**src/rtl/aes_pkg.sv**
```systemverilog
// Shared definitions for the AES-192 AXI4-lite sequencer: default register map,
// block geometry and the two state encodings used by the bus sequencer.
package aes_pkg;

  localparam logic [31:0] AES_START_ADDR_DEF = 32'h0000_0000;
  localparam logic [31:0] AES_DONE_ADDR_DEF  = 32'h0000_0004;
  localparam logic [31:0] AES_PT_BASE_DEF    = 32'h0000_0008;
  localparam logic [31:0] AES_KEY_BASE_DEF   = 32'h0000_0018;
  localparam logic [31:0] AES_CT_BASE_DEF    = 32'h0000_0030;

  localparam int AES_KEY_WORDS   = 6;
  localparam int AES_BLOCK_WORDS = 4;
  localparam int BYTES_PER_WORD  = 4;

  localparam logic [1:0] AXI_RESP_OKAY = 2'b00;

  // Which part of the register sequence the bus engine is working through.
  typedef enum logic [2:0] {
    PH_KEY   = 3'd0,
    PH_PT    = 3'd1,
    PH_START = 3'd2,
    PH_POLL  = 3'd3,
    PH_CT    = 3'd4
  } phase_e;

  // AXI4-lite bus engine state; exactly one transaction outstanding at a time.
  typedef enum logic [2:0] {
    ST_IDLE  = 3'd0,
    ST_WR    = 3'd1,
    ST_WR_B  = 3'd2,
    ST_RD_AR = 3'd3,
    ST_RD_R  = 3'd4,
    ST_RESP  = 3'd5
  } bus_state_e;

endpackage

```
**src/rtl/aes_axil_sequencer.sv**
```systemverilog
// AXI4-lite master that runs one AES-192 block operation on the AES core:
// writes key and plaintext, starts the core, polls done, reads ciphertext and
// hands the result back on a valid/ready port.
//
// Handshakes: every channel here transfers on a cycle where valid && ready are
// both high at the rising clock edge. A valid, once raised, stays high with
// stable payload until its ready is seen; ready never depends on the partner
// valid combinationally within this block.
module aes_axil_sequencer
  import aes_pkg::*;
#(
  parameter int              AW             = 32,
  parameter int              DW             = 32,
  parameter logic [AW-1:0]   AES_START_ADDR = AW'(AES_START_ADDR_DEF),
  parameter logic [AW-1:0]   AES_DONE_ADDR  = AW'(AES_DONE_ADDR_DEF),
  parameter logic [AW-1:0]   AES_PT_BASE    = AW'(AES_PT_BASE_DEF),
  parameter logic [AW-1:0]   AES_KEY_BASE   = AW'(AES_KEY_BASE_DEF),
  parameter logic [AW-1:0]   AES_CT_BASE    = AW'(AES_CT_BASE_DEF),
  parameter int              POLL_MAX       = 1024
) (
  input  logic              clk_i,
  input  logic              rst_ni,
  // request
  input  logic              req_valid_i,
  output logic              req_ready_o,
  input  logic [191:0]      req_key_i,
  input  logic [127:0]      req_pt_i,
  // result
  output logic              res_valid_o,
  input  logic              res_ready_i,
  output logic [127:0]      res_ct_o,
  output logic              res_err_o,
  // AXI4-lite master
  output logic [AW-1:0]     m_axi_awaddr,
  output logic [2:0]        m_axi_awprot,
  output logic              m_axi_awvalid,
  input  logic              m_axi_awready,
  output logic [DW-1:0]     m_axi_wdata,
  output logic [DW/8-1:0]   m_axi_wstrb,
  output logic              m_axi_wvalid,
  input  logic              m_axi_wready,
  input  logic [1:0]        m_axi_bresp,
  input  logic              m_axi_bvalid,
  output logic              m_axi_bready,
  output logic [AW-1:0]     m_axi_araddr,
  output logic [2:0]        m_axi_arprot,
  output logic              m_axi_arvalid,
  input  logic              m_axi_arready,
  input  logic [DW-1:0]     m_axi_rdata,
  input  logic [1:0]        m_axi_rresp,
  input  logic              m_axi_rvalid,
  output logic              m_axi_rready,
  // debug
  output logic [2:0]        dbg_state_o
);

  localparam logic [2:0]  KEY_LAST  = 3'(AES_KEY_WORDS - 1);
  localparam logic [2:0]  BLK_LAST  = 3'(AES_BLOCK_WORDS - 1);
  localparam logic [10:0] POLL_LAST = 11'(POLL_MAX - 1);

  bus_state_e     state_q, state_d;
  phase_e         phase_q, phase_d;
  logic [2:0]     idx_q, idx_d;
  logic [10:0]    poll_q, poll_d;
  logic           err_q, err_d;
  logic [127:0]   ct_q, ct_d;
  logic [191:0]   key_q, key_d;
  logic [127:0]   pt_q, pt_d;
  logic           aw_pend_q, aw_pend_d;
  logic           w_pend_q, w_pend_d;

  logic [AW-1:0]  wr_addr;
  logic [AW-1:0]  rd_addr;
  logic [31:0]    wr_data;

  // State register; async reset drops every valid immediately.
  always_ff @(posedge clk_i or negedge rst_ni) begin
    if (!rst_ni) state_q <= ST_IDLE;
    else         state_q <= state_d;
  end

  // Datapath registers: phase/index/poll counters, captured request, result.
  always_ff @(posedge clk_i or negedge rst_ni) begin
    if (!rst_ni) begin
      phase_q   <= PH_KEY;
      idx_q     <= '0;
      poll_q    <= '0;
      err_q     <= 1'b0;
      ct_q      <= '0;
      key_q     <= '0;
      pt_q      <= '0;
      aw_pend_q <= 1'b0;
      w_pend_q  <= 1'b0;
    end else begin
      phase_q   <= phase_d;
      idx_q     <= idx_d;
      poll_q    <= poll_d;
      err_q     <= err_d;
      ct_q      <= ct_d;
      key_q     <= key_d;
      pt_q      <= pt_d;
      aw_pend_q <= aw_pend_d;
      w_pend_q  <= w_pend_d;
    end
  end

  // Next-state and sequencing: walks KEY -> PT -> START -> POLL -> CT -> RESP.
  always_comb begin
    state_d   = state_q;
    phase_d   = phase_q;
    idx_d     = idx_q;
    poll_d    = poll_q;
    err_d     = err_q;
    ct_d      = ct_q;
    key_d     = key_q;
    pt_d      = pt_q;
    aw_pend_d = aw_pend_q;
    w_pend_d  = w_pend_q;
    case (state_q)
      ST_IDLE: begin
        if (req_valid_i) begin
          key_d     = req_key_i;
          pt_d      = req_pt_i;
          err_d     = 1'b0;
          ct_d      = '0;
          phase_d   = PH_KEY;
          idx_d     = '0;
          poll_d    = '0;
          aw_pend_d = 1'b1;
          w_pend_d  = 1'b1;
          state_d   = ST_WR;
        end
      end
      ST_WR: begin
        // aw and w retire independently; leave once both have been taken.
        if (m_axi_awready) aw_pend_d = 1'b0;
        if (m_axi_wready)  w_pend_d  = 1'b0;
        if ((!aw_pend_q || m_axi_awready) && (!w_pend_q || m_axi_wready))
          state_d = ST_WR_B;
      end
      ST_WR_B: begin
        if (m_axi_bvalid) begin
          if (m_axi_bresp != AXI_RESP_OKAY) begin
            err_d   = 1'b1;
            ct_d    = '0;
            state_d = ST_RESP;
          end else begin
            case (phase_q)
              PH_KEY: begin
                state_d   = ST_WR;
                aw_pend_d = 1'b1;
                w_pend_d  = 1'b1;
                if (idx_q == KEY_LAST) begin
                  phase_d = PH_PT;
                  idx_d   = '0;
                end else begin
                  idx_d = idx_q + 3'd1;
                end
              end
              PH_PT: begin
                state_d   = ST_WR;
                aw_pend_d = 1'b1;
                w_pend_d  = 1'b1;
                if (idx_q == BLK_LAST) begin
                  phase_d = PH_START;
                  idx_d   = '0;
                end else begin
                  idx_d = idx_q + 3'd1;
                end
              end
              default: begin
                phase_d = PH_POLL;
                poll_d  = '0;
                state_d = ST_RD_AR;
              end
            endcase
          end
        end
      end
      ST_RD_AR: begin
        if (m_axi_arready) state_d = ST_RD_R;
      end
      ST_RD_R: begin
        if (m_axi_rvalid) begin
          if (m_axi_rresp != AXI_RESP_OKAY) begin
            err_d   = 1'b1;
            ct_d    = '0;
            state_d = ST_RESP;
          end else if (phase_q == PH_POLL) begin
            if (m_axi_rdata[0]) begin
              phase_d = PH_CT;
              idx_d   = '0;
              state_d = ST_RD_AR;
            end else if (poll_q == POLL_LAST) begin
              // Core never finished: report a timeout with an all-zero block.
              err_d   = 1'b1;
              ct_d    = '0;
              state_d = ST_RESP;
            end else begin
              poll_d  = poll_q + 11'd1;
              state_d = ST_RD_AR;
            end
          end else begin
            for (int w = 0; w < AES_BLOCK_WORDS; w++)
              if (idx_q == 3'(w)) ct_d[(AES_BLOCK_WORDS-1-w)*32 +: 32] = m_axi_rdata[31:0];
            if (idx_q == BLK_LAST) begin
              state_d = ST_RESP;
            end else begin
              idx_d   = idx_q + 3'd1;
              state_d = ST_RD_AR;
            end
          end
        end
      end
      ST_RESP: begin
        if (res_ready_i) state_d = ST_IDLE;
      end
      default: state_d = ST_IDLE;
    endcase
  end

  // Address/data selection from phase and word index. Key and plaintext
  // word 0 land at the highest register address of their block.
  always_comb begin
    wr_addr = '0;
    wr_data = '0;
    rd_addr = '0;
    case (phase_q)
      PH_KEY: begin
        wr_addr = AES_KEY_BASE + AW'(KEY_LAST - idx_q) * AW'(BYTES_PER_WORD);
        for (int w = 0; w < AES_KEY_WORDS; w++)
          if (idx_q == 3'(w)) wr_data = key_q[(AES_KEY_WORDS-1-w)*32 +: 32];
      end
      PH_PT: begin
        wr_addr = AES_PT_BASE + AW'(BLK_LAST - idx_q) * AW'(BYTES_PER_WORD);
        for (int w = 0; w < AES_BLOCK_WORDS; w++)
          if (idx_q == 3'(w)) wr_data = pt_q[(AES_BLOCK_WORDS-1-w)*32 +: 32];
      end
      PH_START: begin
        wr_addr = AES_START_ADDR;
        wr_data = 32'h1;
      end
      PH_POLL: rd_addr = AES_DONE_ADDR;
      PH_CT:   rd_addr = AES_CT_BASE + AW'(idx_q) * AW'(BYTES_PER_WORD);
      default: ;
    endcase
  end

  // Payloads are driven only while their channel is pending, zero otherwise.
  assign m_axi_awvalid = aw_pend_q;
  assign m_axi_awaddr  = aw_pend_q ? wr_addr : '0;
  assign m_axi_awprot  = 3'b000;
  assign m_axi_wvalid  = w_pend_q;
  assign m_axi_wdata   = w_pend_q ? DW'(wr_data) : '0;
  assign m_axi_wstrb   = '1;
  assign m_axi_bready  = (state_q == ST_WR_B);
  assign m_axi_arvalid = (state_q == ST_RD_AR);
  assign m_axi_araddr  = (state_q == ST_RD_AR) ? rd_addr : '0;
  assign m_axi_arprot  = 3'b000;
  assign m_axi_rready  = (state_q == ST_RD_R);

  assign req_ready_o = (state_q == ST_IDLE);
  assign res_valid_o = (state_q == ST_RESP);
  assign res_ct_o    = ct_q;
  assign res_err_o   = err_q;
  assign dbg_state_o = state_q;

endmodule

```
**config.mk**
```make
export PLATFORM = sky130hd
export DESIGN_NAME = aes_axil_sequencer
export DESIGN_NICKNAME = d
export VERILOG_FILES = /design/src/rtl/aes_pkg.sv /design/src/rtl/aes_axil_sequencer.sv
export SDC_FILE = /design/constraint.sdc
export NUM_CORES = 1
export LEC_CHECK = 0
export BUFFER_PORTS_ARGS = -buffer_cell sky130_fd_sc_hd__buf_2
export CAP_MARGIN = 15
export CORE_MARGIN = 3
export CORE_UTILIZATION = 35
export CTS_CLUSTER_DIAMETER = 200
export DETAILED_ROUTE_END_ITERATION = 10
export PLACE_DENSITY = 0.56
export SLEW_MARGIN = 15
export SYNTH_ARGS = -nofsm -noshare
export SYNTH_HDL_FRONTEND = slang
export SYNTH_SLANG_ARGS = --single-unit
```
**constraint.sdc**
```tcl
create_clock -name clk_i -period 3.07 [get_ports clk_i]
set_clock_uncertainty 0.1 [all_clocks]
set_input_delay 0.307 -clock clk_i [delete_from_list [all_inputs] [get_ports clk_i]]
set_output_delay 0.307 -clock clk_i [all_outputs]
set_load 0.01 [all_outputs]
```
==> results_dict.tcl, run 1 <==
set metrics [dict create \
    drive_gt1_share_pct 46.0 \
    violations "setup timing" \
    cts_tree "yes" \
    n_fill_cell 5433 \
    pwr_density_cell_mw_per_mm2 913 \
    initialDrtViolationCount 1328 \
    multi_input_area_sq_mm 0.0109 \
    firstDrtPassIters 7 \
    root_buffer "clkbuf_16" \
    r2r.worst_path.cells 6 \
    netlist_area_sq_mm 0.0227 \
    tns_ps -1870 \
    end_kind "primary output" \
    hpwlAfterDp_um 60500 \
    insertion_delay_ps 570 \
    outcome "complete, but fails checks" \
    grt_overflow 0 \
    initial_core_util_pct 35.7 \
    postSynthAreaPerCell_sq_um 12.1 \
    crit_type "reg -> out" \
    slew_headroom_pct 55.7 \
    maxSlewViolCount 0 \
    ys.warnings.count 0 \
    synthArstFlopShare_pct 100 \
    die_w_um 261 \
    nets 3181 \
    cp_data_arrival_time_ps 2790 \
    leakagePower_nw 15.3 \
    synth_compound_area_share_pct 11.3 \
    cts.reportedPaths.clkPinSlew_ps 60 \
    clock-sinks 471 \
    rsz0062_at_grt "yes" \
    first_global_vias 20914 \
    synth_cell_type_count 79 \
    layout_setup_ws_ps -128 \
    core_sq_mm 0.0637 \
    rows 92 \
    grt_antenna_before_repair 21 \
    setup_viol 29 \
    syn2layout_area_growth_pct 49.2 \
    worst_hold_path_type "in -> reg" \
    crit_path_start "idx_q[0]" \
    ir_drop_v 0.000562 \
    ys.flop_type "dfrtp_1" \
    power.total_mw 30.9 \
    start_kind "flop" \
    fp.dieH_um 261 \
    synthCells 1873 \
    cts_buffers 53 \
    post-route-drc-count 0 \
    r2r-end "res_ct_o[66]" \
    htreeDepth 2 \
    synth_edf_count 0 \
    die_area_sq_mm 0.0680 \
    finalWeightedCongestion 0.943 \
    synth_mux_area_share_pct 21.2 \
    worst_pin_slew_ps 664 \
    synth_fa_ha_area_share_pct 0.606 \
    vias 19363 \
    wirelength_um 87400 \
    wire_per_inst_um 23.5 \
    ioPinCount 610 \
    cts_buffer_depth 3 \
    whs_path_depth 3 \
    required_ps 2660 \
    ys_seq_elements 471 \
    finalCritPeriodShare_pct 104 \
    grt_usage_pct 24.9 \
    cp_max_fo 9 \
    postLayoutCoreUtil_pct 53.2 \
    fmax_mhz 313 \
    holdPathEnd "dbg_state_o[0]" \
    synth_top_family_by_area "multiplexers" \
    viasPerCell 5.21 \
    yosysSeqAreaShare_pct 51.9 \
    synth-xor-area-share_pct 0.193 \
    grt_max_degree 80 \
    r2r-start "poll_q[0]" \
    layout_commonest_cell "buf_2" \
    max_cap_viol_count 0 \
    final_cell_mix "buf_2 (553), dfrtp_1 (469), dlygate4sd3_1 (355)" \
    min_from "m_axi_bvalid" \
    grt_pass1_wl_um 129000 \
    register_area_sq_mm 0.0118 \
    ant_nets 0 \
    reg2reg_slack_ps 370 \
    synthSimpleGateAreaFrac_pct 8.55 \
    period_needed_ps 3200 \
    port_buffers 570 \
    hold_viol 0 \
]
-- cell families after synthesis --
kind of cell | after synthesis
flip-flops | 471
multiplexers | 421
AND/OR/NAND/NOR | 355
AO/OA/AOI/OAI | 330
buffers and inverters | 278
adder cells (fa/ha/maj) | 11
XOR/XNOR | 5
other | 2
-- repair_timing --
action	in CTS	in global routing
endpoints found under the setup margin	32	32
gates cloned	5	3
pin swaps	67	34
gates resized for setup	183	64
hold buffers	355	0
setup buffers	16	12
hold endpoints to repair	475	0
-- state kept, by name, summed over array words and instances, names as in the netlist --
register / cells
res_err_o: 1
poll_q: 11
pt_q: 128
key_q: 192
idx_q: 3
m_axi_awvalid: 1
dbg_state_o: 3
m_axi_wvalid: 1
phase_q: 3
res_ct_o: 128
-- routing by layer --
metal / global-route usage [%] / up-vias / part of all wire (%)
met2: 43.9 / 754 / 50
li1: - / 8616 / -
met5: 0 / - / 0.042
met4: 10.6 / 6 / 4.8
met1: 29.0 / 9777 / 38
met3: 5.96 / 210 / 7.0
-- power by group --
part	switching [mW]	internal (mW)	total, mW
Sequential	1.72	8.57	10.3
Clock	2.71	3.89	6.60
Combinational	6.66	7.40	14.1
Total	11.1	19.9	30.9
-- area by class of cell --
class / instances / share of cell area (%)
tap: 846 / 3.12
timing repair buffer: 1050 / 23.7
inverter: 67 / 0.764
clock buffer: 77 / 4.62
clock inverter: 18 / 0.783
multi-input combinational: 1162 / 32.0
antenna: 22 / 0.162
sequential: 471 / 34.8
-- synthesized netlist by cell type (3+ instances only) --
master	n	area, sq um
clkbuf_1	87	327
nand3_1	11	55.1
nand2_1	63	236
or2_2	3	18.8
dfrtp_1	471	11800
xor2_1	3	26.3
buf_6	7	78.8
o221a_1	3	33.8
a211oi_1	33	248
and3_1	34	213
o41ai_1	3	26.3
a2111oi_0	33	289
a21oi_1	42	210
nor3_1	14	70.1
nand4_1	4	25.0
o32ai_1	32	280
nand3b_1	35	263
mux2_2	332	3740
o2bb2ai_1	32	280
buf_4	72	541
a221oi_1	35	307
ha_1	11	138
nor2_1	80	300
nor2b_1	70	438
o211ai_1	3	22.5
o31ai_1	5	37.5
a21boi_0	3	22.5
inv_1	65	244
mux2i_1	50	500
buf_2	42	210
a31oi_1	36	225
and2_1	18	113
o31a_1	32	280
buf_1	3	11.3
mux2_4	39	586
o21ai_0	12	60.1
-- worst max-delay path: stages (launching register included) --
cell and delay, ps:
dfrtp_2 440, buf_6 140, ha_4 210, buf_12 170
buf_6 120, nand3b_1 190, a211oi_2 320, a2111oi_4 70
o32ai_2 390, buf_6 170
-- stage by stage --
stage	instance area [sq um]	instances	setup slack [ps]	hold slack (ps)
2_1_floorplan	22900	1910	435	-88.6
3_3_place_gp	26800	3218	-326	248
3_5_place_dp	26800	3218	-331	250
4_1_cts	33400	3680	-189	42.7
5_1_grt	33900	3703	-221	125
6_report	33900	3713	-128	92.2
-- worst max path at each step --
stage                            endpoint  slack [ps]
after floorplan           m_axi_wdata[22]         430
after global placement     m_axi_wdata[3]        -330
after detailed placement   m_axi_wdata[3]        -330
after CTS                  m_axi_wdata[3]        -190
after global routing      m_axi_wdata[10]        -220
final                     m_axi_wdata[29]        -130
Power figures use the tool's default switching activity.
==> inputs of run 2 (changes only) <==
- ABC_AREA: default -> 1
==> results_dict.tcl, run 2 <==
set metrics [dict create \
    outcome "complete, but fails checks" \
    violations "setup timing" \
    reg2reg_slack_ps 500 \
    regMostFlops "key_q" \
    detailedPlace.worstSlack_ps -111 \
    largest_reg_flops 192 \
    cp_slowest_cell "dfrtp_2" \
    ioPinCount 610 \
    rsz0062_at_grt "yes" \
    synth.top_cell.area_share_pct 50.2 \
    die_area_sq_mm 0.0703 \
    synthMostInstantiatedCell "nand2_1" \
    start_kind "flop" \
    pwr-share-seq_pct 31.8 \
    root_buffer "clkbuf_16" \
    ys.flop_type "dfrtp_1" \
    grt_antenna_before_repair 5 \
    netlist_area_sq_mm 0.0235 \
    period_needed_ps 3140 \
    n_fill_cell 6091 \
    crit_type "reg -> out" \
    crit_path_start "idx_q[1]" \
    firstDrtPassIters 5 \
    wirelength_um 87700 \
    r2r-start "dbg_state_o[2]" \
    ant_nets 0 \
    syn2layout_area_growth_pct 42.7 \
    required_ps 2660 \
    cp.depth 18 \
    slew_headroom_pct 45.4 \
    die_w_um 265 \
    r2r-end "res_ct_o[109]" \
    drive_gt1_share_pct 33.3 \
    rows 94 \
    first_global_vias 21926 \
    yosys.area.top_type "dfrtp_1" \
    grt_usage_pct 24.3 \
    comb_power_share_pct 45.9 \
    wire_per_inst_um 19.8 \
    hold_viol 0 \
    tns_ps -571 \
    port_buffers 570 \
    viasPerCell 4.85 \
    core_sq_mm 0.0661 \
    insertion_delay_ps 600 \
    max_cap_viol_count 0 \
    crit_family "buffers and inverters" \
    maxSlewViolCount 0 \
    cpPeakStageDelay_ps 420 \
    yosysSeqAreaShare_pct 50.2 \
    pwr_density_cell_mw_per_mm2 914 \
    layout_commonest_cell "nand2_1" \
    cp_data_arrival_time_ps 2730 \
    cts_buffer_depth 3 \
    cp_cell_sequence "inv_2, buf_6, ha_4, inv_2, nor2_4, buf_6, buf_12, buf_16, buf_12, nand3_2, nand2_2, nand2_1, nand2_1, nand2_1, nand2_2, nand2_2, a21oi_4, buf_6" \
    finalCritPeriodShare_pct 102 \
    sw_frac_of_total_pct 40.4 \
    cp-endpoint "m_axi_wdata[27]" \
    initialDrtViolationCount 1472 \
    grt_max_degree 137 \
    postSynthAreaPerCell_sq_um 8.90 \
    post-route-drc-count 0 \
    synth_top_cells_by_area "dfrtp_1 (50%), nand2_1 (11%), mux2_2 (9.1%)" \
    cts_buffers 54 \
    cts.reportedPaths.clkPinSlew_ps 60 \
    critPathBufInv 8 \
    intPower_mw 18.3 \
    nets 3904 \
    synth_cell_type_count 43 \
    final_cell_mix "nand2_1 (592), buf_2 (557), dfrtp_1 (469)" \
    synthCells 2639 \
    postLayoutCoreUtil_pct 50.7 \
    synth_common_cells "nand2_1 (660), dfrtp_1 (471), inv_1 (318), o21ai_0 (245), mux2_2 (189)" \
    ys_seq_elements 471 \
    fmax_mhz 319 \
    cts_tree "yes" \
    synth_edf_count 0 \
    fp.dieH_um 265 \
    vias 21521 \
    hpwlAfterDp_um 59500 \
    worst_pin_slew_ps 820 \
    setup_viol 18 \
    clock-sinks 471 \
    initial_core_util_pct 35.6 \
    htreeDepth 2 \
    r2r.worst_path.cells 12 \
    layout_setup_ws_ps -69.1 \
    ir_drop_v 0.000458 \
    cp_max_fo 6 \
    leakagePower_nw 16.5 \
    worst_hold_path_type "in -> reg" \
    p_sw_mw 12.4 \
    ys.warnings.count 0 \
    grt_overflow 0 \
    p_clk_share_pct 22.3 \
    finalWeightedCongestion 0.860 \
    grt_pass1_wl_um 132000 \
    synthArstFlopShare_pct 100 \
    end_kind "primary output" \
]
## run 2: cell types whose count changed after synthesis, moves of 63 or more
cell,delta
inv_1,+253
o21ai_2,+81
a21oi_1,+63
nand3_1,+78
o21ai_0,+233
nand2_1,+597
mux2_2,-143
nor2b_1,-70
## run 2: cell families (layout without fill, tap and decap cells)
| logic type | after synthesis | in the layout | synth area share [%] |
|---|---|---|---|
| simple gates | 888 | 888 | 15.7 |
| buf+inv | 548 | 1442 | 11.0 |
| compound gates | 521 | 521 | 13.2 |
| flops | 471 | 471 | 50.2 |
| mux | 189 | 189 | 9.06 |
| fa+ha+maj | 11 | 11 | 0.586 |
| xor+xnor | 9 | 9 | 0.335 |
| other cells | 2 | 41 | 0.0320 |
## run 2: tightest hold or removal path, delay by kind of cell
kind / cells / cell delay (ps)
simple gates: 3 / 210
buf+inv: 2 / 170
## run 2: power groups by stage
stage                     clock network, mW  registers, mW  logic (mW)
after floorplan                           0           9.37        7.96
after global placement                    0           9.80        12.0
after detailed placement                  0           9.82        12.1
after CTS                              7.00           9.73        13.5
after global routing                   7.24           9.98        15.5
final                                  6.84           9.74        14.1
## run 2: repair_timing
action / 4_1_cts / 5_1_grt
hold buffers: 349 / 0
endpoints found under the setup margin: 62 / 32
pin swaps: 24 / 43
gates cloned: 4 / 5
buffers inserted: 9 / 6
hold endpoints to repair: 426 / 0
resized for setup: 130 / 61
## run 2: worst min path at each step
stage	start	to	slack (ps)	cells past startpoint
4_1_cts	m_axi_rdata[10]	res_ct_o[74]	1	5
3_5_place_dp	rst_ni	m_axi_wvalid	220	1
2_1_floorplan	rst_ni	dbg_state_o[0]	-90	0
6_report	m_axi_rdata[10]	res_ct_o[74]	30	5
5_1_grt	m_axi_rdata[10]	res_ct_o[74]	40	5
3_3_place_gp	rst_ni	m_axi_wvalid	230	1
## run 2: final cells by class
type / instances / area [sq um] / share of cell area [%]
flip-flops and latches: 471 / 11800 / 35.1
multi-input cells: 1657 / 9840 / 29.3
repair buffers: 1017 / 7690 / 22.9
clock buffers: 77 / 1540 / 4.58
inverters: 326 / 1250 / 3.72
well taps: 864 / 1080 / 3.22
clock inverters: 21 / 337 / 1.00
repair inverters: 1 / 11.3 / 0.0336
diodes: 2 / 5.00 / 0.0149
## run 2: metal layers
metal / track usage (%) / wire, um / vias to the layer above
met5: 0 / 41 / -
met4: 9.31 / 3450 / 6
met3: 4.01 / 4820 / 178
met2: 41.6 / 42900 / 746
met1: 30.9 / 36500 / 10407
li1: - / - / 10184
## run 2: metrics by stage
step                instances  cell area, sq um  hold WS (ps)  total power [mW]
floorplan                2676             23600         -88.6              17.3
global placement         3963             27100           229              21.8
detailed placement       3963             27100           223              21.9
CTS                      4423             33100         0.952              30.3
global route             4436             33500          35.1              32.7
finish                   4436             33500          31.3              30.6
==> inputs of run 3 (changes only) <==
==> constraint.sdc (replaced) <==
create_clock -name clk_i -period 4.1 [get_ports clk_i]
set_clock_uncertainty 0.1 [all_clocks]
set_input_delay 0.615 -clock clk_i [delete_from_list [all_inputs] [get_ports clk_i]]
set_output_delay 0.615 -clock clk_i [all_outputs]
set_load 0.01 [all_outputs]
==> results_dict.tcl, run 3 (same netlist as run 2, synthesis figures left out) <==
set metrics [dict create \
    cts_buffer_depth 3 \
    finalWeightedCongestion 0.835 \
    hold_viol 0 \
    crit_family "compound AO/OA/AOI/OAI gates" \
    layout_commonest_cell "nand2_1" \
    end_kind "primary output" \
    setup_viol 0 \
    start_kind "flop" \
    crit_type "reg -> out" \
    final_area_sq_mm 0.0287 \
    cp.depth 9 \
    post-route-drc-count 0 \
    port_buffers 570 \
    grt_max_degree 178 \
    rows 94 \
    cp_max_fo 20 \
    syn2layout_area_growth_pct 22.0 \
    grt_overflow 0 \
    register_area_sq_mm 0.0118 \
    firstDrtPassIters 7 \
    period_needed_ps 3940 \
    nets 3512 \
    wire_per_inst_um 20.1 \
    initialDrtViolationCount 1469 \
    placed_area_sq_mm 0.0268 \
    cp_slowest_cell "dfrtp_1" \
    clock-sinks 471 \
    whs_path_depth 3 \
    r2r.worst_path.cells 10 \
    power.total_mw 20.9 \
    outcome "finished, final reports clean" \
    fp.dieH_um 265 \
    grt_pass1_wl_um 122000 \
    ant_nets 0 \
    worst_hold_path_type "in -> reg" \
    layout_setup_ws_ps 160 \
    max_cap_viol_count 0 \
    initial_core_util_pct 35.6 \
    core_sq_mm 0.0661 \
    leakagePower_nw 14.6 \
    final_cell_mix "nand2_1 (657), buf_2 (569), dfrtp_1 (471)" \
    ioPinCount 610 \
    cts.reportedPaths.clkPinSlew_ps 60 \
    ir_drop_v 0.000380 \
    first_global_vias 19505 \
    grt_usage_pct 22.7 \
    largest_reg_flops 192 \
    regMostFlops "key_q" \
    pwr_density_cell_mw_per_mm2 729 \
    drive_gt1_share_pct 32.1 \
    grt_antenna_before_repair 17 \
    finalCritPeriodShare_pct 96.1 \
    detailedPlace.worstSlack_ps 654 \
    vias 19441 \
    maxSlewViolCount 0 \
    die_w_um 265 \
    n_fill_cell 6680 \
    required_ps 3380 \
    slew_headroom_pct 34.6 \
    multi_input_area_sq_mm 0.00933 \
    hpwlAfterDp_um 60100 \
    fmax_mhz 254 \
    insertion_delay_ps 600 \
    root_buffer "clkbuf_16" \
    wirelength_um 81400 \
    worst_pin_slew_ps 970 \
    die_area_sq_mm 0.0703 \
    cpPeakStageDelay_ps 450 \
    critPathBufInv 3 \
    viasPerCell 4.80 \
    cp_data_arrival_time_ps 3220 \
    htreeDepth 2 \
    cp_cell_sequence "inv_1, ha_1, nand2_4, buf_4, o21ai_0, o21bai_1, nand2_1, a21oi_1, buf_2" \
    cts_buffers 54 \
    tns_ps 0 \
    cts_tree "yes" \
    rsz0062_at_grt "no" \
    post-cts-setup-buffers 0 \
]
run 3: final cells by class:
class | instances | share of cell area [%]
Sequential cell | 471 | 41.1
Multi-Input combinational cell | 1657 | 32.6
Tap cell | 864 | 3.77
Clock inverter | 11 | 0.620
Inverter | 326 | 4.29
Timing Repair Buffer | 626 | 11.9
Antenna cell | 5 | 0.0437
Clock buffer | 87 | 5.74
run 3: stage by stage:
stage | instances | util (%) | hold slack, ps
final | 4047 | 43.4 | 107
after global routing | 4042 | 43.3 | 95.7
after CTS | 4042 | 43.3 | 65.2
after floorplan | 2676 | - | 219
after global placement | 3943 | 40.5 | 353
after detailed placement | 3943 | 40.5 | 357
run 3: what timing repair did:
item	in CTS	in global routing
gates resized for setup	1	7
setup endpoints to repair	1	28
endpoints found under the hold margin	2	0
hold buffers	1	0
run 3: per-layer routing:
layer	vias up	wire [um]	track usage (%)
met4	20	2550	7.12
met5	-	141	0
met2	624	38900	38.4
met3	129	5480	5.29
li1	9396	-	-
met1	9272	34300	29.0
run 3: path summary, 6_finish.rpt:
kind                                    from  slack, ps         endpoint
worst max-delay path                idx_q[0]        160  m_axi_wdata[29]
worst min-delay path             req_pt_i[1]        110          pt_q[1]
worst max register to register      idx_q[1]       1050     res_ct_o[87]
worst min register to register  res_ct_o[64]        360     res_ct_o[64]
max in group asynchronous             rst_ni       2320       key_q[109]
min in group asynchronous             rst_ni        590       poll_q[10]
run 3: worst register-to-register path: cells and delay by family (launching register included):
| family | cells | cell delay (ps) |
|---|---|---|
| simple gates | 6 | 1390 |
| buf+inv | 3 | 770 |
| flops | 1 | 470 |
| fa+ha+maj | 1 | 210 |
run 3: power by group:
part | switching, mW | leakage, nW | internal (mW)
Combinational | 5.59 | 7.75 | 3.08
Clock | 2.01 | 0.895 | 2.93
Sequential | 0.911 | 5.94 | 6.37
